$ cat src/rtl/dir_button_encoder.sv
// dir_button_encoder: synchronise and debounce four N/E/S/W buttons, then emit a 2-bit direction with a one-cycle valid pulse.
// Optional auto-repeat while a single accepted button stays held: define DIR_AUTOREPEAT_EN.
module dir_button_encoder #(
    parameter int DEBOUNCE_CYCLES = 16,
    parameter int REPEAT_CYCLES   = 64
) (
    input  logic       clk_i,
    input  logic       reset_i,
    input  logic [3:0] buttons_i,
    output logic [1:0] direction_o,
    output logic       valid_o
);
    localparam int MAXC = (DEBOUNCE_CYCLES > REPEAT_CYCLES) ? DEBOUNCE_CYCLES : REPEAT_CYCLES;
    localparam int CW = (MAXC > 2) ? $clog2(MAXC) : 1;
    localparam logic [CW-1:0] DEB_LAST = CW'(DEBOUNCE_CYCLES - 1);

    typedef enum logic [1:0] {IDLE, PRESS, HELD} state_t;

    state_t        state;
    logic [3:0]    sync_d;
    logic [3:0]    sync_q;
    logic [3:0]    cap;
    logic [CW-1:0] cnt;
    logic          any;
    logic          one_hot;
    logic [1:0]    enc;
    logic          rep_fire;

    assign any     = |sync_q;
    assign one_hot = any && ((sync_q & (sync_q - 4'd1)) == 4'd0);
    assign enc     = {cap[3] | cap[2], cap[3] | cap[1]};

    // two-flop synchroniser; everything downstream looks only at sync_q
    always_ff @(posedge clk_i or posedge reset_i) begin
        if (reset_i) begin
            sync_d <= 4'b0000;
            sync_q <= 4'b0000;
        end else begin
            sync_d <= buttons_i;
            sync_q <= sync_d;
        end
    end

`ifdef DIR_AUTOREPEAT_EN
    localparam logic [CW-1:0] REP_LAST = CW'(REPEAT_CYCLES - 1);
    logic [CW-1:0] rcnt;
    logic          rep_hold;

    // cap is zero after a chord entry, so sync_q == cap with a button down means a single accepted button is held
    assign rep_hold = (state == HELD) && any && (sync_q == cap);
    assign rep_fire = rep_hold && (rcnt == REP_LAST);

    // repeat timer runs only while the accepted button is held alone
    always_ff @(posedge clk_i or posedge reset_i) begin
        if (reset_i)
            rcnt <= '0;
        else
            rcnt <= (rep_hold && !rep_fire) ? rcnt + 1'b1 : '0;
    end
`else
    assign rep_fire = 1'b0;
`endif

    // press/release debounce FSM with registered valid and direction
    always_ff @(posedge clk_i or posedge reset_i) begin
        if (reset_i) begin
            state       <= IDLE;
            cap         <= 4'b0000;
            cnt         <= '0;
            valid_o     <= 1'b0;
            direction_o <= 2'b00;
        end else begin
            valid_o <= 1'b0;
            case (state)
                IDLE: begin
                    if (one_hot) begin
                        cap   <= sync_q;
                        cnt   <= CW'(1);
                        state <= PRESS;
                    end else if (any) begin
                        cap   <= 4'b0000;
                        cnt   <= '0;
                        state <= HELD;
                    end
                end
                PRESS: begin
                    if (sync_q != cap) begin
                        cnt   <= '0;
                        state <= IDLE;
                    end else if (cnt == DEB_LAST) begin
                        valid_o     <= 1'b1;
                        direction_o <= enc;
                        cnt         <= '0;
                        state       <= HELD;
                    end else begin
                        cnt <= cnt + 1'b1;
                    end
                end
                HELD: begin
                    if (rep_fire) begin
                        valid_o     <= 1'b1;
                        direction_o <= enc;
                    end
                    if (any) begin
                        cnt <= '0;
                    end else if (cnt == DEB_LAST) begin
                        cnt   <= '0;
                        state <= IDLE;
                    end else begin
                        cnt <= cnt + 1'b1;
                    end
                end
                default: begin
                    cnt   <= '0;
                    state <= IDLE;
                end
            endcase
        end
    end
endmodule

$ cat config.mk
export PLATFORM = sky130hd
export DESIGN_NAME = dir_button_encoder
export DESIGN_NICKNAME = d
export VERILOG_FILES = /design/src/rtl/dir_button_encoder.sv
export SDC_FILE = /design/constraint.sdc
export NUM_CORES = 1
export LEC_CHECK = 0
export CAP_MARGIN = 10
export CORE_UTILIZATION = 49
export DETAILED_ROUTE_END_ITERATION = 10
export PLACE_DENSITY = 0.72
export SYNTH_ARGS = -nofsm -noshare
export SYNTH_HDL_FRONTEND = slang
export SYNTH_SLANG_ARGS = --single-unit
$ cat constraint.sdc
create_clock -name clk_i -period 1.8 [get_ports clk_i]
set_input_delay 0.36 -clock clk_i [delete_from_list [all_inputs] [get_ports clk_i]]
set_output_delay 0.36 -clock clk_i [all_outputs]
set_load 0.01 [all_outputs]
==> run_results.csv, run 1 <==
group,metric,value,unit
cells_and_area,final_nets,127,
clock_tree,clk_pin_slew,0.12,ns
clock_tree,numCtsBuffers,3,
worst_hold_path,hp-class,"in -> async",
power,switching_power,0.258,mW
cells_and_area,area_delta_synth_final,31.3,%
yosys,synth_cell_types,33,
cells_and_area,diodes,0,
sta,max_freq,0.569,GHz
drt,wl_per_cell,14.9,um
sta,slew_violations,0,
global_routing,use_met3,3.40,%
drt,drt-initial-drc-count,16,
sta,finalSetupViolations,0,
global_routing,antenna_found_initial,0,
power,p_int,0.708,mW
setup_path,required,2.07,ns
drt,vias,800,
floorplan,core_area,0.00196,mm^2
drt,dr.pass1.iters,4,
global_routing,grt_pass1_wl,3140,um
yosys,synthCells,90,
floorplan,die_h,47.7,um
yosys,synth_top_area_share,56.2,%
cells_and_area,layout-drive-gt1-share,28.6,%
setup_path,crit_path_max_incr_delay,0.58,ns
yosys,syn_avg_cell_area,11.4,um^2
clock_tree,cts_tree,"yes",
floorplan,fp-row-count,16,
sta,final.setup_skew,0.00727,ns
setup_path,ff2ff_path_depth,6,
setup_path,cp-end-kind,"register",
power,p_per_area,718,mW/mm^2
clock_tree,cts-root-buf,"clkbuf_4",
global_routing,grt_pass1_vias,733,
place,hpwlAfterDp,1430,um
drt,wirelength,2170,um
setup_path,critPathMaxFanout,5,
yosys,synth_seq_cells,23,
yosys,seq_area_frac_synth,56.2,%
drt,avgViaCountPerCell,5.48,
floorplan,dieArea,0.00228,mm^2
place,io_buffers,8,
clock_tree,cts_hold_buf,0,
sta,maxSlewHeadroom,75.2,%
job,maxCapViolCount,0,
setup_path,cp_cell_sequence,"or4_4 > nor3b_4 > a21oi_4 > buf_4 > o21ai_1 > a21o_1",
cells_and_area,final_util,68.6,%
sta,tightest_slew,0.369,ns
sta,fin_crit_sh,97.7,%
global_routing,grt_busiest_layer,"met2",
yosys,synth_fp_nets,97,
yosys,synth_area_leader_cell,"dfrtp_1",
setup_path,worstSetupPathType,"reg -> reg",
drt,ant_nets,0,
run_status,outcome,"complete, no violations",
global_routing,grt_max_degree,24,
global_routing,grt_remaining_overflow,0,
power,power_frac_comb,15.4,%
power,p_clk_share,24.9,%
sta,period_minus_slack,1.76,ns
yosys,async_reset_ff_share,100,%
setup_path,critPathSlowestCell,"or4_4",
clock_tree,clock_latency,0.32,ns
clock_tree,clock-sinks,23,
power,switching_share,26.7,%
power,worst_ir_drop_vdd,0.595,mV
setup_path,start_kind,"register",
yosys,synth_enable_flop_cells,0,
global_routing,track_usage,20.4,%
yosys,synth_area,0.00102,mm^2
global_routing,met2_usage,32.7,%
power,fin_total_pwr,0.966,mW
drt,post-route-drc-count,0,
place,gp_congestion,0.753,
floorplan,start_util,52.2,%
setup_path,arrival,2.03,ns
clock_tree,cts_buffer_depth,2,
cells_and_area,fill_cells,159,
clock_tree,htree_levels,1,
yosys,synthTopCellsByArea,"dfrtp_1 56%, xor2_1 4.3%, a22o_1 3.4%",
power,seqPwrFrac,59.7,%
sta,hold_viol,0,
floorplan,ios,9,
yosys,yosys_warnings,0,
global_routing,met1_usage,26.5,%
power,leakagePower,0.632,nW
yosys,ys.flop_type,"dfrtp_1",
floorplan,die_x,47.7,um
[registers in the layout, indices dropped and copies added, names as in the netlist]
| signal | count |
|---|---|
| state | 2 |
| cap | 4 |
| sync_d | 4 |
| valid_o | 1 |
| cnt | 6 |
| sync_q | 4 |
| direction_o | 2 |
[cell families after synthesis]
kind of cell,after synthesis,share of synthesized area [%]
and+or+nand+nor,30,17.3
adders and majority gates,1,1.22
AOI/OAI and AO/OA,25,17.5
muxes,2,1.95
DFF,23,56.2
buffers and inverters,4,1.59
xor gates and xnor gates,5,4.27
[cells in the mapped netlist, types with 2 or more instances]
master / n
a31oi_1: 3
nor3_1: 4
dfrtp_1: 23
nand2_1: 5
nand3_1: 3
a21o_1: 4
a21oi_1: 2
a22o_1: 4
or3_1: 2
mux2i_1: 2
xor2_1: 5
nor3_2: 2
o21ai_1: 3
inv_1: 2
nor2_1: 8
[placed cells by master (no fill, tap or decap), types with 2 or more instances in the layout]
master and count:
dfrtp_1 23, buf_4 19, nor2_1 8, clkdlybuf4s50_1 8, nand2_1 5, xor2_1 4
a21o_1 4, a22o_1 4, nand3_1 3, a31oi_1 3, o21ai_1 3, nor3_1 3
clkbuf_4 3, inv_1 2, nor3_2 2, a21oi_1 2, mux2i_1 2
[path summary, 6_finish.rpt]
check                          start   endpoint  slack [ns]
hold / removal               reset_i     cnt[0]        0.36
min in group clk_i         sync_d[0]  sync_q[0]        0.36
hold reg to reg            sync_d[0]  sync_q[0]        0.36
setup reg to reg           sync_q[2]     cnt[2]        0.04
setup / recovery           sync_q[2]     cnt[2]        0.04
max in group asynchronous    reset_i  sync_q[0]        1.21
[layout make-up]
class / instances / area, um^2 / share of cell area, %
multi-input cells: 63 / 479 / 35.6
repair buffers: 27 / 223 / 16.6
inverters: 2 / 7.51 / 0.558
flip-flops and latches: 23 / 576 / 42.8
clock buffers: 4 / 26.3 / 1.95
well taps: 27 / 33.8 / 2.51
[layer usage]
metal | vias up | wire length (um)
li1 | 385 | -
met1 | 388 | 956
met2 | 20 | 1100
met3 | 7 | 63
met4 | 0 | 54
met5 | - | 0
[metrics by stage]
| stage | instances | hold WS, ns | instance area (um^2) | setup TNS, ns | setup WS [ns] |
|---|---|---|---|---|---|
| after floorplan | 90 | 0.331 | 1030 | -0.0112 | -0.00928 |
| after global placement | 138 | 0.336 | 1240 | 0 | 0.0165 |
| after detailed placement | 138 | 0.335 | 1240 | -0.0454 | -0.0240 |
| after CTS | 142 | 0.363 | 1280 | 0 | 0.0150 |
| after global routing | 146 | 0.370 | 1350 | -0.0516 | -0.0415 |
| final | 146 | 0.360 | 1350 | 0 | 0.0422 |
[worst max-delay path: cells and delay by family (launching register included)]
family                 cells  cell delay (ns)
and+or+nand+nor            2             0.84
DFF                        1             0.39
AOI/OAI and AO/OA          3             0.33
buffers and inverters      1             0.15
[power by group through the flow]
stage	Clock [mW]	Combinational [mW]	Sequential, mW
finish	0.241	0.149	0.576
global placement	0	0.118	0.582
global route	0.264	0.160	0.580
CTS	0.243	0.134	0.574
floorplan	0	0.0753	0.581
detailed placement	0	0.123	0.584
[repair_timing]
item                                    CTS  global route
pin swaps                                 0             5
resized for setup                         2             6
endpoints found under the setup margin    5             7
cloned                                    0             0
setup buffers                             0             4
Power figures use the tool's default switching activity.
==> run 2, diff against run 1 <==
--- a/config.mk
+++ b/config.mk
@@ -6,9 +6,11 @@
 export NUM_CORES = 1
 export LEC_CHECK = 0
 export CAP_MARGIN = 10
-export CORE_UTILIZATION = 49
+export CELL_PAD_IN_SITES_DETAIL_PLACEMENT = 0
+export CELL_PAD_IN_SITES_GLOBAL_PLACEMENT = 1
+export CORE_UTILIZATION = 39
 export DETAILED_ROUTE_END_ITERATION = 10
-export PLACE_DENSITY = 0.72
+export PLACE_DENSITY_LB_ADDON = 0.1
 export SYNTH_ARGS = -nofsm -noshare
 export SYNTH_HDL_FRONTEND = slang
 export SYNTH_SLANG_ARGS = --single-unit
==> run_results.csv, run 2 (synthesis results as in run 1) <==
group,metric,value,unit
sta,maxSlewHeadroom,79.2,%
drt,drt-initial-drc-count,3,
clock_tree,htree_levels,1,
place,dp.cells,141,
setup_path,critPathMaxFanout,6,
setup_path,arrival,2.00,ns
setup_path,ff2ff_path_depth,5,
power,p_per_area,713,mW/mm^2
worst_hold_path,hp-class,"reg -> reg",
cells_and_area,final_util,52.9,%
drt,ant_nets,0,
sta,max_freq,0.571,GHz
clock_tree,clock-sinks,23,
cells_and_area,layout-drive-gt1-share,26.3,%
cells_and_area,top_register,"cnt",
clock_tree,cts_buffer_depth,2,
floorplan,ios,9,
setup_path,start_kind,"register",
sta,fin_crit_sh,97.3,%
setup_path,crit_family,"simple AND/OR/NAND/NOR gates",
setup_path,r2r_end,"cnt[3]",
floorplan,die_x,53.3,um
drt,post-route-drc-count,0,
sta,finalSetupViolations,0,
clock_tree,numCtsBuffers,3,
floorplan,die_h,53.3,um
clock_tree,cts-root-buf,"clkbuf_4",
cells_and_area,fill_cells,226,
cells_and_area,final_cell_count_no_fill,148,
setup_path,worstSetupPathType,"reg -> reg",
place,gp_congestion,0.740,
cells_and_area,layout_common_cells,"23 x dfrtp_1, 18 x buf_4, 8 x nor2_1, 8 x clkdlybuf4s50_1",
setup_path,cp-end-kind,"register",
setup_path,cp_cell_sequence,"or4_4 > nor3b_4 > a21oi_2 > or3_1 > o21ai_2",
clock_tree,cts_tree,"yes",
sta,grt_setup_unrepaired,"false",
place,io_buffers,8,
run_status,outcome,"complete, no violations",
cells_and_area,largest_reg_flops,6,
worst_hold_path,min_to,"sync_q[0]",
cells_and_area,final_nets,126,
place,placed_cell_area,0.00125,mm^2
sta,tns,0,ns
floorplan,core_area,0.00248,mm^2
sta,period_minus_slack,1.75,ns
drt,vias,769,
floorplan,dieArea,0.00284,mm^2
global_routing,antenna_found_initial,0,
setup_path,cp-startpoint,"sync_q[1]",
setup_path,required,2.05,ns
global_routing,grt_pass1_vias,682,
setup_path,r2r_setup_slack,0.05,ns
drt,avgViaCountPerCell,5.20,
sta,tightest_slew,0.312,ns
clock_tree,clk_pin_slew,0.13,ns
cells_and_area,diodes,0,
cells_and_area,seqCellArea,576,um^2
setup_path,crit_buf_inv,0,
global_routing,track_usage,16.5,%
drt,wirelength,2000,um
place,hpwlAfterDp,1440,um
setup_path,worstReg2RegStart,"sync_q[1]",
clock_tree,clock_latency,0.31,ns
drt,dr.pass1.iters,4,
sta,slew_violations,0,
worst_hold_path,hold_path_startpoint,"sync_d[0]",
cells_and_area,multi_input_area,448,um^2
sta,hold_slack,0.365,ns
cells_and_area,area_delta_synth_final,28.0,%
power,leakagePower,0.618,nW
floorplan,fp-row-count,18,
cells_and_area,layout_commonest_cell,"dfrtp_1",
sta,final.setup_skew,0.00671,ns
global_routing,grt_max_degree,24,
global_routing,grt_remaining_overflow,0,
cells_and_area,stdcell_area,0.00131,mm^2
sta,hold_viol,0,
worst_hold_path,hold_depth,0,
global_routing,grt_pass1_wl,3210,um
floorplan,start_util,41.4,%
setup_path,critPathSlowestCell,"or4_4",
setup_path,crit_path_max_incr_delay,0.56,ns
job,maxCapViolCount,0,
power,worst_ir_drop_vdd,0.578,mV
drt,wl_per_cell,13.5,um
==> run 2: power by group <==
group | switching (mW) | internal (mW)
clock | 0.156 | 0.0830
sequential | 0.0249 | 0.547
combinational | 0.0597 | 0.0639
==> run 2: through the flow <==
step	power (mW)	setup slack (ns)
floorplan	0.656	-0.00928
global placement	0.703	0.0543
detailed placement	0.705	-0.00186
CTS	0.953	0.0306
global route	0.993	0.00271
finish	0.935	0.0481
==> run 2: worst max-delay path by stage <==
| stage | cells past startpoint | to |
|---|---|---|
| 2_1_floorplan | 6 | cnt[3] |
| 3_3_place_gp | 5 | cnt[3] |
| 3_5_place_dp | 5 | cnt[4] |
| 4_1_cts | 5 | cnt[3] |
| 5_1_grt | 5 | cnt[3] |
| 6_report | 5 | cnt[3] |
==> run 2: layout make-up <==
cell class	instances	share of cell area [%]
flip-flops and latches	23	43.9
multi-input cells	63	34.2
repair buffers	26	16.4
well taps	30	2.86
clock buffers	3	1.72
inverters	2	0.573
clock inverters	1	0.382
==> run 2: worst reg2reg max path, stage by stage (launching register included) <==
cell	delay (ns)
dfrtp_1	0.40
or4_4	0.56
nor3b_4	0.24
a21oi_2	0.10
or3_1	0.33
o21ai_2	0.06
==> run 2: metal layers <==
metal	vias up	GRT usage, %	routed length, um
li1	382	-	-
met1	369	22.6	998
met2	16	24.4	931
met3	2	3.45	56
met4	0	7.89	10
met5	-	0	0
==> run 2: what timing repair did <==
item / CTS / global route
hold buffers: 0 / 0
pin swaps: 0 / 1
gates resized for setup: 2 / 1
setup buffers: 0 / 3
setup endpoints to repair: 2 / 2
==> run 3, diff against run 2 <==
--- a/config.mk
+++ b/config.mk
@@ -5,12 +5,13 @@
 export SDC_FILE = /design/constraint.sdc
 export NUM_CORES = 1
 export LEC_CHECK = 0
+export ABC_AREA = 1
 export CAP_MARGIN = 10
 export CELL_PAD_IN_SITES_DETAIL_PLACEMENT = 0
 export CELL_PAD_IN_SITES_GLOBAL_PLACEMENT = 1
-export CORE_UTILIZATION = 39
+export CORE_UTILIZATION = 37
 export DETAILED_ROUTE_END_ITERATION = 10
-export PLACE_DENSITY_LB_ADDON = 0.1
+export PLACE_DENSITY_LB_ADDON = 0.08
 export SYNTH_ARGS = -nofsm -noshare
 export SYNTH_HDL_FRONTEND = slang
 export SYNTH_SLANG_ARGS = --single-unit
==> run_results.csv, run 3 <==
group,metric,value,unit
global_routing,grt_pass1_vias,828,
yosys,synth_top_area_share,51.5,%
setup_path,ff2ff_path_depth,8,
global_routing,antenna_found_initial,0,
setup_path,worstSetupPathType,"reg -> out",
global_routing,grt_remaining_overflow,0,
yosys,synth_fp_nets,148,
setup_path,critPathSlowestCell,"clkdlybuf4s50_1",
cells_and_area,layout-drive-gt1-share,7.74,%
sta,finalSetupViolations,0,
floorplan,die_h,57.0,um
yosys,synth_commonest_cells,"41 x nand2_1, 24 x inv_1, 23 x dfrtp_1",
yosys,ys.flop_type,"dfrtp_1",
cells_and_area,final_nets,163,
clock_tree,post_cts_buffers,0,
setup_path,start_kind,"register",
drt,vias,883,
power,p_per_area,934,mW/mm^2
sta,hold_viol,0,
clock_tree,clock_latency,0.32,ns
worst_hold_path,hp-class,"in -> async",
clock_tree,clock-sinks,23,
floorplan,dieArea,0.00324,mm^2
yosys,synth_enable_flop_cells,0,
clock_tree,cts-root-buf,"clkbuf_4",
clock_tree,clk_pin_slew,0.14,ns
job,maxCapViolCount,0,
power,worst_ir_drop_vdd,0.594,mV
drt,wl_per_cell,11.3,um
global_routing,grt_max_degree,24,
setup_path,r2r_setup_slack,0.33,ns
global_routing,track_usage,14.7,%
clock_tree,numCtsBuffers,3,
sta,final.setup_skew,0.0141,ns
drt,wirelength,2110,um
cells_and_area,top_register,"cnt",
sta,fin_crit_sh,87.1,%
drt,avgViaCountPerCell,4.75,
place,hpwlAfterDp,1630,um
place,gp_congestion,0.820,
global_routing,grt_pass1_wl,3650,um
floorplan,fp-row-count,19,
floorplan,ios,9,
floorplan,core_area,0.00281,mm^2
place,io_buffers,8,
drt,drt-initial-drc-count,24,
setup_path,critPathMaxFanout,2,
clock_tree,cts_tree,"yes",
setup_path,crit_path_max_incr_delay,0.53,ns
sta,period_minus_slack,1.57,ns
yosys,async_reset_ff_share,100,%
setup_path,crit_family,"buffers and inverters",
yosys,synth_area_leader_cell,"dfrtp_1",
yosys,synth_area,0.00112,mm^2
yosys,synthTopCellsByArea,"dfrtp_1 52%, nand2_1 14%, nand3_1 8.5%",
clock_tree,cts_hold_buf,0,
clock_tree,cts_buffer_depth,2,
cells_and_area,layout_common_cells,"41 x nand2_1, 24 x inv_1, 23 x dfrtp_1, 19 x nand3_1, 10 x nor2_1",
power,leakagePower,0.660,nW
setup_path,r2r_end,"direction_o[0]",
cells_and_area,area_delta_synth_final,14.7,%
yosys,syn_avg_cell_area,7.92,um^2
floorplan,start_util,39.8,%
setup_path,cp-end-kind,"output pin",
sta,hold_slack,0.351,ns
clock_tree,cts.repair.resized,0,
cells_and_area,diodes,0,
sta,grt_setup_unrepaired,"false",
floorplan,die_x,57.0,um
setup_path,cp_cell_sequence,"clkdlybuf4s50_1",
sta,tightest_slew,0.314,ns
setup_path,crit_buf_inv,1,
yosys,synth_seq_cells,23,
yosys,seq_area_frac_synth,51.5,%
sta,maxSlewHeadroom,79.0,%
drt,post-route-drc-count,0,
cells_and_area,largest_reg_flops,6,
drt,dr.pass1.iters,4,
sta,slew_violations,0,
setup_path,worstReg2RegStart,"cnt[0]",
setup_path,required,1.44,ns
sta,max_freq,0.638,GHz
yosys,synthCells,141,
clock_tree,htree_levels,1,
setup_path,arrival,1.21,ns
setup_path,cp-startpoint,"direction_o[0]",
yosys,yosys_warnings,0,
yosys,synth_cell_types,18,
drt,ant_nets,0,
run_status,outcome,"complete, no violations",
sta,tns,0,ns
cells_and_area,layout_commonest_cell,"nand2_1",
yosys,synthMostInstantiatedCell,"nand2_1",
-- run 3: cell type report --
| cell class | instances | area [um^2] |
|---|---|---|
| Inverter | 25 | 93.8 |
| Clock inverter | 1 | 7.51 |
| Multi-Input combinational cell | 93 | 448 |
| Tap cell | 31 | 38.8 |
| Timing Repair Buffer | 10 | 95.1 |
| Clock buffer | 3 | 22.5 |
| Fill cell | 277 | 1520 |
| Sequential cell | 23 | 576 |
-- run 3: cells by family after synthesis --
family                     count (synthesis)  share of synthesized area, %
DFF                                       23                          51.5
xor gates and xnor gates                   1                         0.784
AOI/OAI and AO/OA                          9                          4.48
buffers and inverters                     25                          8.40
adders and majority gates                  1                          1.12
and+or+nand+nor                           82                          33.7
-- run 3: how the worst max path moves through the flow --
stage,to,slack [ns],cells past startpoint
2_1_floorplan,direction_o[0],0.49,8
3_3_place_gp,direction_o[0],0.39,8
3_5_place_dp,direction_o[0],0.34,8
4_1_cts,direction_o[1],0.22,1
5_1_grt,direction_o[0],0.18,1
6_report,direction_o[0],0.23,1
-- run 3: worst min-delay path: cells and delay by family --
family                 cells  cell delay [ns]
buffers and inverters      3             0.72
-- run 3: layer usage --
metal | vias to the layer above | global-route usage, % | part of all wire [%] | routed length (um)
met5 | - | 0 | 0 | 0
li1 | 476 | - | - | -
met1 | 388 | 22.1 | 53 | 1110
met3 | 0 | 4.76 | 5.2 | 110
met4 | 0 | 2.09 | 0 | 0
met2 | 19 | 21.3 | 42 | 886
-- run 3: where the power goes --
group	switching, mW	internal (mW)
clock network	0.160	0.0849
logic	0.198	0.117
registers	0.0600	0.576
total	0.418	0.778
-- run 3: metrics by stage --
stage	std cells	util, %	instance area [um^2]	setup WS [ns]	power, mW
after floorplan	141	-	1120	0.487	0.860
after global placement	182	44.6	1250	0.391	0.962
after detailed placement	182	44.6	1250	0.338	0.963
after CTS	186	45.7	1280	0.220	1.21
after global routing	186	45.7	1280	0.176	1.29
final	186	45.7	1280	0.233	1.20
==> variant, RTL diff (config.mk and constraints of run 3) <==
Add an input register stage for `buttons_i`; this delays it by one clock.
--- a/src/rtl/dir_button_encoder.sv
+++ b/src/rtl/dir_button_encoder.sv
@@ -17,2 +17,8 @@
     typedef enum logic [1:0] {IDLE, PRESS, HELD} state_t;
+
+    logic [3:0] buttons_q;
+
+    always_ff @(posedge clk_i) begin
+        buttons_q <= buttons_i;
+    end
 
@@ -38,3 +44,3 @@
         end else begin
-            sync_d <= buttons_i;
+            sync_d <= buttons_q;
             sync_q <= sync_d;
Function: no difference found for any inputs over 10 cycles, from zero or initial values and one cycle with reset_i high; that may be too few to reach the edited logic, so the function may still have changed.
==> variant against run 3 <==
Routed wire length is 1.9% higher; worst setup slack worse by 0.042 ns; area after synthesis is 8.3% higher; design area is 7.9% higher; first-iteration DRC count stayed put; sequential share of layout area is 2.5 points higher; critical endpoint is now direction_o[1]; sequential cell count is 4 higher; power is 10% higher.
==> variant: results <==
[cts]
post_cts_resized = 0
htree_levels = 1
cts.clk_slew.worst_paths_ns = 0.16
clk_latency_ns = 0.33
clock_path_buffers = 2
cts_setup_buffers = 0
cts_buffers = 3
clockRootBuffer = "clkbuf_4"

[setup_path]
cp_max_fo = 2
critPathTopFamily = "buffers and inverters"
critPathSlowestCell = "clkdlybuf4s50_1"
worstPathArrival_ns = 1.25
slowest_delay_ns = 0.54

[final_layout]
top_register = "cnt"
largest_reg_flops = 6
drive_gt1_frac = 0.148
final.fill_count = 306
diodes = 0
nNetsFinal = 163

[drt]
met3_length_um = 46
viasPerCell = 4.51
route.met2.wl_um = 962
highest_layer = "met4"
totalWireLength_um = 2150
drt-pass1-iter-count = 4
num_vias = 897
drt-met1-wl_um = 1120
drt_iter0_drc = 24

[grt]
grt_pass1_wl_um = 4020
antenna_found_initial = 0
track_usage = 0.156
grt_start_max_net_pins = 24

[power]
leakagePower_uw = 0.000708
irDropWorstVdd_mv = 0.434

[yosys]
synth_common_cells = "36 x nand2_1, 23 x dfrtp_1, 17 x nand3_1"
ys_top_cells_by_area = "dfrtp_1 48%, nand2_1 11%, nand3_1 7.0%"
seq_area_frac_synth = 0.542
yosysWarnings = 0
synth_cells = 142
async_flop_share = 0.852
synth_flop_cell = "dfrtp_1"
synth.distinct_cells = 18
synth_nets = 149

[placed_design]
place_congestion = 0.772
dp_hpwl_um = 1640
post-place-ws_ns = 0.389
portBuffers = 8
dpl-instance-area_um2 = 1350
dpl.cell_count = 195

[hold_path]
hold_class = "input pin to async pin"

[timing]
skew_ns = 0.0122
relSlewSlack = 0.712

[status]
outcome = "finished, final reports clean"
==> variant: stage by stage <==
| step | utilization | hold slack, ns |
|---|---|---|
| after floorplan | - | 0.316 |
| after global placement | 0.439 | 0.319 |
| after detailed placement | 0.439 | 0.321 |
| after CTS | 0.449 | 0.341 |
| after global routing | 0.449 | 0.351 |
| final | 0.449 | 0.338 |
==> variant: where the power goes <==
part / switching (uW) / internal (uW)
combinational: 219 / 109
clock: 187 / 85.0
sequential: 47.8 / 674
==> variant: metal layers <==
metal | vias up | GRT usage
li1 | 472 | -
met1 | 408 | 0.224
met2 | 15 | 0.238
met3 | 2 | 0.0197
met4 | 0 | 0.0612
met5 | - | 0
==> variant: area by class of cell <==
class                   instances  share of cell area
flip-flops and latches         27               0.474
multi-input cells              91               0.336
clock inverters                 1             0.00543
well taps                      44              0.0398
clock buffers                   3              0.0163
inverters                      24              0.0652
repair buffers                  9              0.0633
==> variant: kinds of logic (layout without fill, tap and decap cells) <==
family,Yosys count,count (layout),synth area share
adders and majority gates,1,1,0.0103
AOI/OAI and AO/OA,8,8,0.0403
buffers and inverters,24,37,0.0745
DFF,27,27,0.542
xor gates and xnor gates,3,3,0.0217
and+or+nand+nor,79,79,0.311
==> variant: worst paths after layout <==
check	start	end	slack, ns	depth (start not counted)
max in group asynchronous	reset_i	cnt[5]	1.22	3
hold reg to reg	buttons_q[1]	sync_d[1]	0.34	0
setup / recovery	direction_o[1]	direction_o[1]	0.19	1
min in group clk_i	buttons_q[1]	sync_d[1]	0.34	0
setup reg to reg	cnt[0]	cnt[3]	0.35	8
hold / removal	reset_i	sync_d[3]	0.34	3
